File: src/rtl/erasable_parity_writer_if.sv
// Erasable-memory write port bundle: request side (write lines, S address, control)
// and memory side (G bus, address, strobes).
interface erasable_parity_writer_if;
    logic        GOJAM;
    logic        WR_REQ;
    logic [14:0] WL_n;
    logic [11:0] S;
    logic [15:0] G_IN;
    logic        CLR_ALARM;
    logic [15:0] G_OUT;
    logic [11:0] MADDR;
    logic        MWR;
    logic        MRD;
    logic        BUSY;
    logic        DONE;
    logic        PAR_FAIL;

    modport slave (
        input  GOJAM, WR_REQ, WL_n, S, G_IN, CLR_ALARM,
        output G_OUT, MADDR, MWR, MRD, BUSY, DONE, PAR_FAIL
    );

    modport master (
        output GOJAM, WR_REQ, WL_n, S, G_IN, CLR_ALARM,
        input  G_OUT, MADDR, MWR, MRD, BUSY, DONE, PAR_FAIL
    );
endinterface

File: src/rtl/erasable_parity_writer.sv
// Erasable write path: latches ~WL_n and S, appends odd-parity G16, strobes MWR.
// Define PARWR_READBACK_EN to add settle/readback/odd-parity check with sticky PAR_FAIL.
module erasable_parity_writer #(
    parameter int unsigned WRITE_CYCLES  = 4,
    parameter int unsigned SETTLE_CYCLES = 1
) (
    input  logic                           SIM_CLK,
    input  logic                           SIM_RST,
    erasable_parity_writer_if.slave        bus
);
    typedef enum logic [2:0] {
        IDLE   = 3'd0,
        PARGEN = 3'd1,
`ifdef PARWR_READBACK_EN
        SETTLE = 3'd3,
        READ   = 3'd4,
        CHECK  = 3'd5,
`endif
        WRITE  = 3'd2
    } state_t;

    localparam logic [3:0] WCNT_LOAD = 4'(WRITE_CYCLES);

    state_t      state_q, state_d;
    logic [3:0]  wcnt_q, wcnt_d;
    logic [14:0] data_q;
    logic [15:0] g_out_q;
    logic [11:0] maddr_q;
    logic        done_q, done_d;
    logic        accept;
    logic        gen_word;

`ifdef PARWR_READBACK_EN
    localparam logic [2:0] SCNT_LOAD = 3'(SETTLE_CYCLES);

    logic [2:0]  scnt_q, scnt_d;
    logic        par_fail_q;
    logic        fail_set;
`endif

    always_comb begin
        state_d  = state_q;
        wcnt_d   = wcnt_q;
        done_d   = 1'b0;
        accept   = 1'b0;
        gen_word = 1'b0;
`ifdef PARWR_READBACK_EN
        scnt_d   = scnt_q;
        fail_set = 1'b0;
`endif
        // GOJAM overrides everything: no accept, no DONE, no alarm update
        if (bus.GOJAM) begin
            state_d = IDLE;
        end else begin
            case (state_q)
                IDLE: begin
                    if (bus.WR_REQ) begin
                        accept  = 1'b1;
                        state_d = PARGEN;
                    end
                end
                PARGEN: begin
                    gen_word = 1'b1;
                    wcnt_d   = WCNT_LOAD;
                    state_d  = WRITE;
                end
                WRITE: begin
                    if (wcnt_q == 4'd1) begin
`ifdef PARWR_READBACK_EN
                        if (SETTLE_CYCLES == 0) begin
                            state_d = READ;
                        end else begin
                            state_d = SETTLE;
                            scnt_d  = SCNT_LOAD;
                        end
`else
                        state_d = IDLE;
                        done_d  = 1'b1;
`endif
                    end else begin
                        wcnt_d = wcnt_q - 4'd1;
                    end
                end
`ifdef PARWR_READBACK_EN
                SETTLE: begin
                    if (scnt_q == 3'd1) begin
                        state_d = READ;
                    end else begin
                        scnt_d = scnt_q - 3'd1;
                    end
                end
                READ: begin
                    state_d = CHECK;
                end
                CHECK: begin
                    state_d  = IDLE;
                    done_d   = 1'b1;
                    fail_set = (~^bus.G_IN) || (bus.G_IN != g_out_q);
                end
`endif
                default: begin
                    state_d = IDLE;
                end
            endcase
        end
    end

    always_ff @(posedge SIM_CLK) begin
        if (SIM_RST) begin
            state_q <= IDLE;
            wcnt_q  <= '0;
            data_q  <= '0;
            g_out_q <= '0;
            maddr_q <= '0;
            done_q  <= 1'b0;
        end else begin
            state_q <= state_d;
            wcnt_q  <= wcnt_d;
            done_q  <= done_d;
            if (accept) begin
                data_q  <= ~bus.WL_n;
                maddr_q <= bus.S;
            end
            if (gen_word) begin
                g_out_q <= {~^data_q, data_q};
            end
        end
    end

`ifdef PARWR_READBACK_EN
    always_ff @(posedge SIM_CLK) begin
        if (SIM_RST) begin
            scnt_q     <= '0;
            par_fail_q <= 1'b0;
        end else begin
            scnt_q <= scnt_d;
            if (!bus.GOJAM) begin
                if (fail_set) begin
                    par_fail_q <= 1'b1;
                end else if (bus.CLR_ALARM) begin
                    par_fail_q <= 1'b0;
                end
            end
        end
    end

    assign bus.MRD      = (state_q == READ);
    assign bus.PAR_FAIL = par_fail_q;
`else
    logic unused_readback;
    assign unused_readback = ^{bus.G_IN, bus.CLR_ALARM, 3'(SETTLE_CYCLES)};

    assign bus.MRD      = 1'b0;
    assign bus.PAR_FAIL = 1'b0;
`endif

    assign bus.G_OUT = g_out_q;
    assign bus.MADDR = maddr_q;
    assign bus.MWR   = (state_q == WRITE);
    assign bus.BUSY  = (state_q != IDLE);
    assign bus.DONE  = done_q;

endmodule

File: src/flat_wrapper.sv
// flat-port wrapper written by rule: the top's interface ports become plain ports
module erasable_parity_writer_flat 
#(
    parameter int unsigned WRITE_CYCLES  = 4,
    parameter int unsigned SETTLE_CYCLES = 1
)
  (SIM_CLK, SIM_RST, bus_GOJAM, bus_WR_REQ, bus_WL_n, bus_S, bus_G_IN, bus_CLR_ALARM, bus_G_OUT, bus_MADDR, bus_MWR, bus_MRD, bus_BUSY, bus_DONE, bus_PAR_FAIL);
  erasable_parity_writer_if bus_i ();
  input  logic SIM_CLK;
  input  logic SIM_RST;
  input wire logic [$bits(bus_i.GOJAM)-1:0] bus_GOJAM;
  input wire logic [$bits(bus_i.WR_REQ)-1:0] bus_WR_REQ;
  input wire logic [$bits(bus_i.WL_n)-1:0] bus_WL_n;
  input wire logic [$bits(bus_i.S)-1:0] bus_S;
  input wire logic [$bits(bus_i.G_IN)-1:0] bus_G_IN;
  input wire logic [$bits(bus_i.CLR_ALARM)-1:0] bus_CLR_ALARM;
  output wire logic [$bits(bus_i.G_OUT)-1:0] bus_G_OUT;
  output wire logic [$bits(bus_i.MADDR)-1:0] bus_MADDR;
  output wire logic [$bits(bus_i.MWR)-1:0] bus_MWR;
  output wire logic [$bits(bus_i.MRD)-1:0] bus_MRD;
  output wire logic [$bits(bus_i.BUSY)-1:0] bus_BUSY;
  output wire logic [$bits(bus_i.DONE)-1:0] bus_DONE;
  output wire logic [$bits(bus_i.PAR_FAIL)-1:0] bus_PAR_FAIL;
  assign bus_i.GOJAM = bus_GOJAM;
  assign bus_i.WR_REQ = bus_WR_REQ;
  assign bus_i.WL_n = bus_WL_n;
  assign bus_i.S = bus_S;
  assign bus_i.G_IN = bus_G_IN;
  assign bus_i.CLR_ALARM = bus_CLR_ALARM;
  assign bus_G_OUT = bus_i.G_OUT;
  assign bus_MADDR = bus_i.MADDR;
  assign bus_MWR = bus_i.MWR;
  assign bus_MRD = bus_i.MRD;
  assign bus_BUSY = bus_i.BUSY;
  assign bus_DONE = bus_i.DONE;
  assign bus_PAR_FAIL = bus_i.PAR_FAIL;
  erasable_parity_writer #(.WRITE_CYCLES(WRITE_CYCLES), .SETTLE_CYCLES(SETTLE_CYCLES)) u_core (.SIM_CLK(SIM_CLK), .SIM_RST(SIM_RST), .bus(bus_i));
endmodule
File: config.mk
export PLATFORM = sky130hd
export DESIGN_NAME = erasable_parity_writer_flat
export DESIGN_NICKNAME = d
export VERILOG_FILES = /design/src/rtl/erasable_parity_writer_if.sv /design/src/rtl/erasable_parity_writer.sv /design/src/flat_wrapper.sv
export SDC_FILE = /design/constraint.sdc
export NUM_CORES = 1
export LEC_CHECK = 0
export CAP_MARGIN = 20
export CORE_ASPECT_RATIO = 1.4
export CORE_UTILIZATION = 37
export DETAILED_ROUTE_END_ITERATION = 8
export PLACE_DENSITY = 0.82
export SETUP_SLACK_MARGIN = 0.15
export SYNTH_ARGS = -nofsm -noshare
export SYNTH_HDL_FRONTEND = slang
export SYNTH_SLANG_ARGS = --single-unit
export TNS_END_PERCENT = 10
File: constraint.sdc
create_clock -name SIM_CLK -period 1.5 [get_ports SIM_CLK]
set_clock_uncertainty 0.05 [all_clocks]
set_input_delay 0.375 -clock SIM_CLK [delete_from_list [all_inputs] [get_ports SIM_CLK]]
set_output_delay 0.375 -clock SIM_CLK [all_outputs]
set_load 0.005 [all_outputs]
* Word-level counts from Yosys, hierarchy flattened
Cells that the tools add are included.
** Storage, ports and cells
- Register bits after elaboration :: 51
- Input port bits :: 48
- Word-level logic and storage cells :: 35
** Cells by class
- Add/subtract/negate cells :: 1
- Equal/unequal tests :: 6
- Mux-type cells :: 11
- Bitwise gates (word level) :: 3
- Reduce and logical (&&, ||, !) cells :: 8
** Operator list (number)
- 15-bit NOT :: 1
- 15-bit XNOR reduction :: 1
- 3-bit one-hot mux with 3 select lines :: 1
- 4-bit one-hot mux with 2 select lines :: 1
- 1-bit two-way mux :: 6
- 3-bit two-way mux :: 2
- 4-bit by 1-bit equality test with 1-bit output, second input constant :: 1
- 4-bit two-way mux :: 1
- 2-bit != test, second input constant :: 2
- 4-bit by 1-bit subtractor with 4-bit output, second input constant :: 1
- 3-bit by 1-bit equality test with 1-bit output, second input constant :: 1
- 3-bit by 2-bit equality test with 1-bit output, second input constant :: 1
- 3-bit logical NOT :: 1
- 3-bit AND reduction :: 1
- 3-bit nonzero test :: 1
- 3-bit OR reduction :: 1
- 2-bit by 1-bit != test with 1-bit output, second input constant :: 1
- 1-bit NOT :: 2
- 2-bit AND reduction :: 1
- 2-bit nonzero test :: 1
- 2-bit OR reduction :: 1

* Longest topological paths before layout
Gate-level depths: netlist of run 1.
- Depth after elaboration :: 3
- Mapped depth :: 7
- Mapped depth without buffers :: 6

* Least setup slack after synthesis of run 1
OpenSTA, ideal clock, no wires.
- Kind :: reg2reg
- From :: register u_core.state_q[0]
- To :: register u_core.maddr_q[10], in the netlist u_core.bus.MADDR[10]
- Library setup time :: 0.070 ns
- Data arrival time :: 1.393 ns
- Data required time :: 1.380 ns
- Setup slack :: -0.013 ns
- Stages on the path, launching flop included :: 8
- Path buffers :: 1
- Cells stage by stage :: dfxtp_1 > inv_1 > ha_1 > inv_1 > nor3b_2 > clkbuf_1 > nand2_1 > a21oi_1
** On the way
- Longest elaborated chain between the ends :: 3
** Ends and longest elaborated chain
- start, declared :: RTL line erasable_parity_writer.sv:24 : state_t state_q, state_d;
- start signal, assigned :: RTL line erasable_parity_writer.sv:117 : state_q <= state_d;
- 3-bit logical NOT :: RTL line erasable_parity_writer.sv:55 : case (state_q)
- 1-bit two-way mux :: RTL line erasable_parity_writer.sv:55
- 1-bit two-way mux :: RTL line erasable_parity_writer.sv:52 : if (bus.GOJAM) begin
- end signal, assigned :: RTL line erasable_parity_writer.sv:122 : maddr_q <= bus.S;
- end, declared :: RTL line erasable_parity_writer.sv:28 : logic [11:0] maddr_q;
No other way between the ends.
A chain may end at the register's enable or synchronous reset.

* Worst setup path after layout of run 1
- From :: register u_core.state_q[0]
- To :: register u_core.data_q[14]
** On the way
- Longest elaborated chain between the ends :: 3
** Ends and longest elaborated chain
- 3-bit logical NOT :: RTL line erasable_parity_writer.sv:55
- 1-bit two-way mux :: RTL line erasable_parity_writer.sv:55
- 1-bit two-way mux :: RTL line erasable_parity_writer.sv:52
- end signal, assigned :: RTL line erasable_parity_writer.sv:121 : data_q <= ~bus.WL_n;
- end, declared :: RTL line erasable_parity_writer.sv:26 : logic [14:0] data_q;
No other way between the ends.

==> impl_metrics.py, run 1 <==
metrics = {
    "placement": {
        "place_area_sq_um": 2880,
        "finalWeightedCongestion": 0.798,
        "dp.cells": 365,
        "dp_slack_ps": -298,
        "dp_hpwl_mm": 3.33,
        "io_buffers": 61,
    },
    "worst_setup_path": {
        "critPathArrivalTime_ps": 1740,
        "end_kind": "flip-flop",
        "cp_max_fo": 15,
        "criticalPathCategory": "reg -> reg",
        "worstReg2RegStart": "u_core.state_q[0]",
        "reg2reg_slack_ps": -70,
        "crit_required_ps": 1670,
        "startpoint_type": "flip-flop",
        "reg2reg_to": "u_core.data_q[14]",
        "reg2regPathDepth": 9,
    },
    "final_layout": {
        "finalNetCount": 368,
        "area_delta_synth_final_pct": 52.9,
        "antenna_cells": 0,
        "final_common_cell": "nand2_1",
        "final_area_sq_um": 3170,
        "layout_common_cells": "nand2_1 (57), dlygate4sd2_1 (29), clkdlybuf4s50_1 (28)",
        "fillCellCount": 458,
        "drive_gt1_frac": 0.271,
        "finalNonFillerCells": 380,
    },
    "status": {
        "violations": "setup timing",
        "status": "finished with violations",
    },
    "pwr": {
        "power.share.clock": 0.324,
        "p_sw_mw": 0.683,
        "intPower_mw": 2.19,
        "powerDensity_nw_per_um2": 908,
        "swShare": 0.237,
        "p_seq_frac": 0.497,
        "peakVddDrop_mv": 0.467,
        "p_leak_nw": 1.31,
        "p_comb_frac": 0.179,
    },
    "clock_tree": {
        "cts.sink_count": 50,
        "path_clk_slew_ps": 90,
        "hold_buffers": 0,
        "cts_buffers": 5,
        "clock_latency_ps": 300,
        "cts_tree": "done",
        "h-tree-depth": 2,
        "ctsLongestPathBuffers": 2,
        "clockRootBuffer": "clkbuf_8",
    },
    "floorplanning": {
        "die_h_microns": 90.5,
        "ioPinCount": 81,
        "initial_core_util": 0.393,
        "std_cell_rows": 31,
        "die_area_sq_um": 5910,
        "coreArea_sq_um": 5280,
        "die_w_microns": 65.2,
    },
    "synth": {
        "synth_edf_count": 0,
        "synth_ff_type": "dfxtp_1",
        "ys_warn_count": 0,
        "synth_area_leader_cell": "dfxtp_1",
        "synth_seq_cells": 50,
        "ys_top_cells_by_area": "dfxtp_1 (48%), nand2_1 (10%), a21oi_1 (6.8%)",
        "syn-cell-area_sq_um": 2070,
        "ys_types": 29,
        "async_flop_share": 0,
        "synth_top_cell_area_share": 0.483,
        "synth_cells": 237,
        "ys_seq_area_frac": 0.483,
        "syn_avg_cell_area_sq_um": 8.74,
    },
    "timing": {
        "final-max-slew-violation-count": 0,
        "fin_crit_ps": 1570,
        "setup_ws_ps": -74.1,
        "rsz0062_at_grt": "true",
        "final_hold_viol_count": 0,
        "post-route-period-util": 1.05,
        "fmax_mhz": 635,
        "timing.hold.ws_ps": 402,
        "tns_ps": -289,
        "finalSetupViolCount": 14,
    },
    "drt": {
        "drc": 0,
        "ant_nets": 0,
        "drt_iter0_drc": 135,
        "drt_wl_total_mm": 4.99,
        "vias": 1866,
        "vias_per_cell": 4.91,
        "wl_per_cell_microns": 13.1,
        "first_pass_iters": 4,
    },
    "min_path": {
        "worstHoldStart": "u_core.bus.MADDR[7]",
        "worstHoldPathType": "reg -> reg",
        "whs_path_depth": 2,
        "hold_end": "u_core.bus.MADDR[7]",
    },
    "global_route": {
        "grt_pass1_vias": 1737,
        "grt_max_degree": 51,
        "gr-total-overflow": 0,
        "track_usage": 0.165,
        "antenna_found_initial": 0,
        "grt_pass1_wl_mm": 7.64,
    },
    "run": {
        "drv_cap": 0,
    },
}
cells by family after synthesis:
| logic type | count (synthesis) | share of synthesized area |
|---|---|---|
| and+or+nand+nor | 92 | 0.192 |
| DFF | 50 | 0.483 |
| AOI/OAI and AO/OA | 49 | 0.146 |
| buffers and inverters | 24 | 0.0501 |
| xor gates and xnor gates | 11 | 0.0700 |
| adders and majority gates | 7 | 0.0423 |
| muxes | 3 | 0.0145 |
| other | 1 | 0.00181 |
synth_stat cells (2+ instances only):
cell type   n
nand2_1    57
dfxtp_1    50
a21oi_1    28
nor2_1     19
a211oi_1   15
clkbuf_1   10
ha_1        7
inv_1       7
xnor2_1     6
buf_2       5
nor3_1      4
mux2i_1     3
nor2b_1     3
xnor3_1     3
buf_4       2
nand2b_1    2
nand3b_1    2
nor3b_2     2
nor4_1      2
worst max-delay path, stage by stage, from the launching register on:
cell	delay [ps]
dfxtp_2	340
inv_4	70
ha_4	120
inv_2	40
buf_6	110
nor3b_4	220
buf_4	160
clkbuf_16	160
nor2_1	50
a211oi_1	180
metrics by stage:
step	util	power, mW
global route	0.601	3.02
CTS	0.572	2.86
detailed placement	0.547	1.94
finish	0.601	2.88
floorplan	-	1.73
global placement	0.547	1.92
worst max-delay path by stage:
stage,startpoint,cells after the start,slack [ps],to
final,u_core.state_q[0],9,-70,u_core.data_q[14]
after detailed placement,bus_GOJAM,5,-300,u_core.data_q[4]
after floorplan,u_core.data_q[0],4,100,u_core.bus.G_OUT[15]
after global routing,u_core.state_q[1],9,-160,u_core.data_q[14]
after global placement,bus_GOJAM,6,-280,u_core.wcnt_q[1]
after CTS,u_core.state_q[0],8,-60,u_core.data_q[4]
power by group through the flow:
| stage | Combinational [mW] | Sequential, mW | Clock, mW |
|---|---|---|---|
| 6_report | 0.515 | 1.43 | 0.934 |
| 5_1_grt | 0.558 | 1.44 | 1.02 |
| 4_1_cts | 0.472 | 1.43 | 0.960 |
| 3_5_place_dp | 0.483 | 1.45 | 0 |
| 3_3_place_gp | 0.472 | 1.45 | 0 |
| 2_1_floorplan | 0.281 | 1.45 | 0 |
layer usage:
layer	vias up	wire [microns]	track usage
li1	932	-	-
met1	884	2040	0.183
met2	45	2700	0.301
met3	5	196	0.0391
met4	0	52	0.0489
met5	-	0	0
area by class of cell:
class | count | area, sq um | share of cell area
Multi-Input combinational cell | 164 | 1060 | 0.335
Inverter | 7 | 28.8 | 0.00908
Sequential cell | 50 | 1030 | 0.327
Clock buffer | 6 | 72.6 | 0.0229
Clock inverter | 2 | 37.5 | 0.0118
Timing Repair Buffer | 85 | 851 | 0.269
Tap cell | 66 | 82.6 | 0.0261
registers in the layout (all words and copies together) (netlist names):
register and cells:
u_core.bus.DONE 1, u_core.bus.MADDR 12, u_core.bus.G_OUT 16, u_core.wcnt_q 4, u_core.data_q 15, u_core.state_q 2
timing repair:
item,CTS,global route
pin swaps,16,17
gates resized for setup,72,19
setup endpoints to repair,80,52
cloned,0,2
setup buffers,1,4
(Power assumes the default switching activity.)
==> run 2: changes to the inputs <==
CORE_UTILIZATION = 39   (was 37)
PLACE_DENSITY = 0.86   (was 0.82)
==> impl_metrics.py, run 2 (synthesized netlist as in run 1, its figures left out) <==
metrics = {
    "status": {
        "status": "finished with violations",
        "violations": "setup timing",
    },
    "pwr": {
        "intPower_mw": 2.10,
        "p_comb_frac": 0.225,
        "p_seq_frac": 0.501,
        "p_leak_nw": 1.43,
        "swShare": 0.267,
        "p_sw_mw": 0.766,
        "peakVddDrop_mv": 0.418,
        "power.share.clock": 0.274,
        "powerDensity_nw_per_um2": 824,
    },
    "clock_tree": {
        "path_clk_slew_ps": 90,
        "hold_buffers": 0,
        "cts_buffers": 5,
        "cts_tree": "done",
        "clockRootBuffer": "clkbuf_8",
        "ctsLongestPathBuffers": 2,
        "h-tree-depth": 2,
        "cts.sink_count": 50,
        "clock_latency_ps": 300,
    },
    "drt": {
        "drc": 0,
        "first_pass_iters": 6,
        "drt_wl_total_mm": 5.53,
        "vias": 1930,
        "ant_nets": 0,
        "wl_per_cell_microns": 14.2,
        "vias_per_cell": 4.95,
        "drt_iter0_drc": 88,
    },
    "floorplanning": {
        "die_h_microns": 88.2,
        "std_cell_rows": 31,
        "initial_core_util": 0.402,
        "die_w_microns": 63.6,
        "die_area_sq_um": 5610,
        "ioPinCount": 81,
        "coreArea_sq_um": 5160,
    },
    "global_route": {
        "grt_pass1_wl_mm": 8.92,
        "grt_pass1_vias": 1883,
        "antenna_found_initial": 0,
        "gr-total-overflow": 0,
        "grt_max_degree": 28,
        "track_usage": 0.205,
    },
    "timing": {
        "finalSetupViolCount": 32,
        "fmax_mhz": 603,
        "timing.hold.ws_ps": 373,
        "post-route-period-util": 1.10,
        "setup_ws_ps": -157,
        "rsz0062_at_grt": "true",
        "fin_crit_ps": 1660,
        "final_hold_viol_count": 0,
        "final-max-slew-violation-count": 0,
    },
    "worst_setup_path": {
        "reg2reg_to": "u_core.data_q[4]",
        "reg2regPathDepth": 11,
        "reg2reg_slack_ps": -160,
        "crit_required_ps": 1680,
        "cp_max_fo": 5,
        "end_kind": "flip-flop",
        "critPathArrivalTime_ps": 1830,
        "criticalPathCategory": "reg -> reg",
        "worstReg2RegStart": "u_core.state_q[0]",
        "startpoint_type": "flip-flop",
    },
    "placement": {
        "dp_slack_ps": -397,
        "dp_hpwl_mm": 3.36,
        "place_area_sq_um": 2890,
        "io_buffers": 61,
        "finalWeightedCongestion": 0.749,
    },
    "final_layout": {
        "largest_reg_flops": 16,
        "finalNetCount": 378,
        "final_common_cell": "nand2_1",
        "area_delta_synth_final_pct": 67.6,
        "final_area_sq_um": 3470,
        "layout_common_cells": "nand2_1 (53), clkdlybuf4s50_1 (28), dlygate4sd2_1 (28), dfxtp_2 (28), a21oi_1 (25)",
        "drive_gt1_frac": 0.380,
        "antenna_cells": 0,
    },
    "run": {
        "drv_cap": 0,
    },
    "min_path": {
        "hold_end": "u_core.wcnt_q[0]",
        "worstHoldStart": "SIM_RST",
        "whs_path_depth": 2,
        "worstHoldPathType": "in -> reg",
    },
}
run 2: changes by cell type in the layout (fill, tap and decap cells not counted), sizes merged:
cell,before,now
buf,25,36
bufinv,1,0
clkbuf,8,6
clkdlybuf4s15,1,2
clkinv,0,2
dlygate4sd2,29,28
run 2: timing repair:
item	in CTS	in global routing
pin swaps	25	13
gates resized for setup	125	15
setup buffers	8	3
cloned	5	0
setup endpoints to repair	80	55
run 2: power groups by stage:
stage / combinational (mW) / clock, mW / sequential, mW
after floorplan: 0.281 / 0 / 1.45
after global placement: 0.474 / 0 / 1.45
after detailed placement: 0.487 / 0 / 1.45
after CTS: 0.617 / 0.807 / 1.43
after global routing: 0.688 / 0.856 / 1.44
final: 0.644 / 0.784 / 1.43
run 2: worst max path at each step:
stage                      start                    to  slack, ps  depth (start not counted)
6_report       u_core.state_q[0]      u_core.data_q[4]       -160                         11
5_1_grt        u_core.state_q[0]      u_core.data_q[4]       -230                         11
4_1_cts        u_core.state_q[0]     u_core.data_q[14]       -140                         11
3_5_place_dp           bus_GOJAM      u_core.data_q[8]       -400                          5
3_3_place_gp           bus_GOJAM      u_core.data_q[0]       -280                          5
2_1_floorplan   u_core.data_q[0]  u_core.bus.G_OUT[15]        100                          4
run 2: area by class of cell:
cell class                      instances  area [sq um]
Fill cell                             396          1690
Clock buffer                            5          68.8
Tap cell                               66          82.6
Clock inverter                          3          21.3
Multi-Input combinational cell        164          1220
Timing Repair Buffer                   95          1020
Sequential cell                        50          1040
Inverter                                7          31.3
run 2: metrics by stage:
| step | instances | utilization | setup TNS [ps] | total power, mW |
|---|---|---|---|---|
| 2_1_floorplan | 238 | - | 0 | 1.73 |
| 3_3_place_gp | 366 | 0.561 | -10740 | 1.93 |
| 3_5_place_dp | 366 | 0.561 | -13110 | 1.94 |
| 4_1_cts | 387 | 0.662 | -3110 | 2.85 |
| 5_1_grt | 390 | 0.673 | -5400 | 2.99 |
| 6_report | 390 | 0.673 | -3120 | 2.86 |
run 2: routing by layer:
metal,global-route usage,part of all wire,vias up
li1,-,-,954
met1,0.221,0.39,916
met2,0.386,0.57,48
met3,0.0309,0.025,12
met4,0.105,0.019,0
met5,0,0,-
run 2: critical path, cell delays in order, from the launching register on:
cell	delay (ps)
dfxtp_2	330
inv_2	60
buf_6	100
ha_4	120
inv_2	40
buf_6	110
nor3b_4	200
buf_6	130
buf_6	120
buf_16	140
nor2_4	40
a211oi_2	140
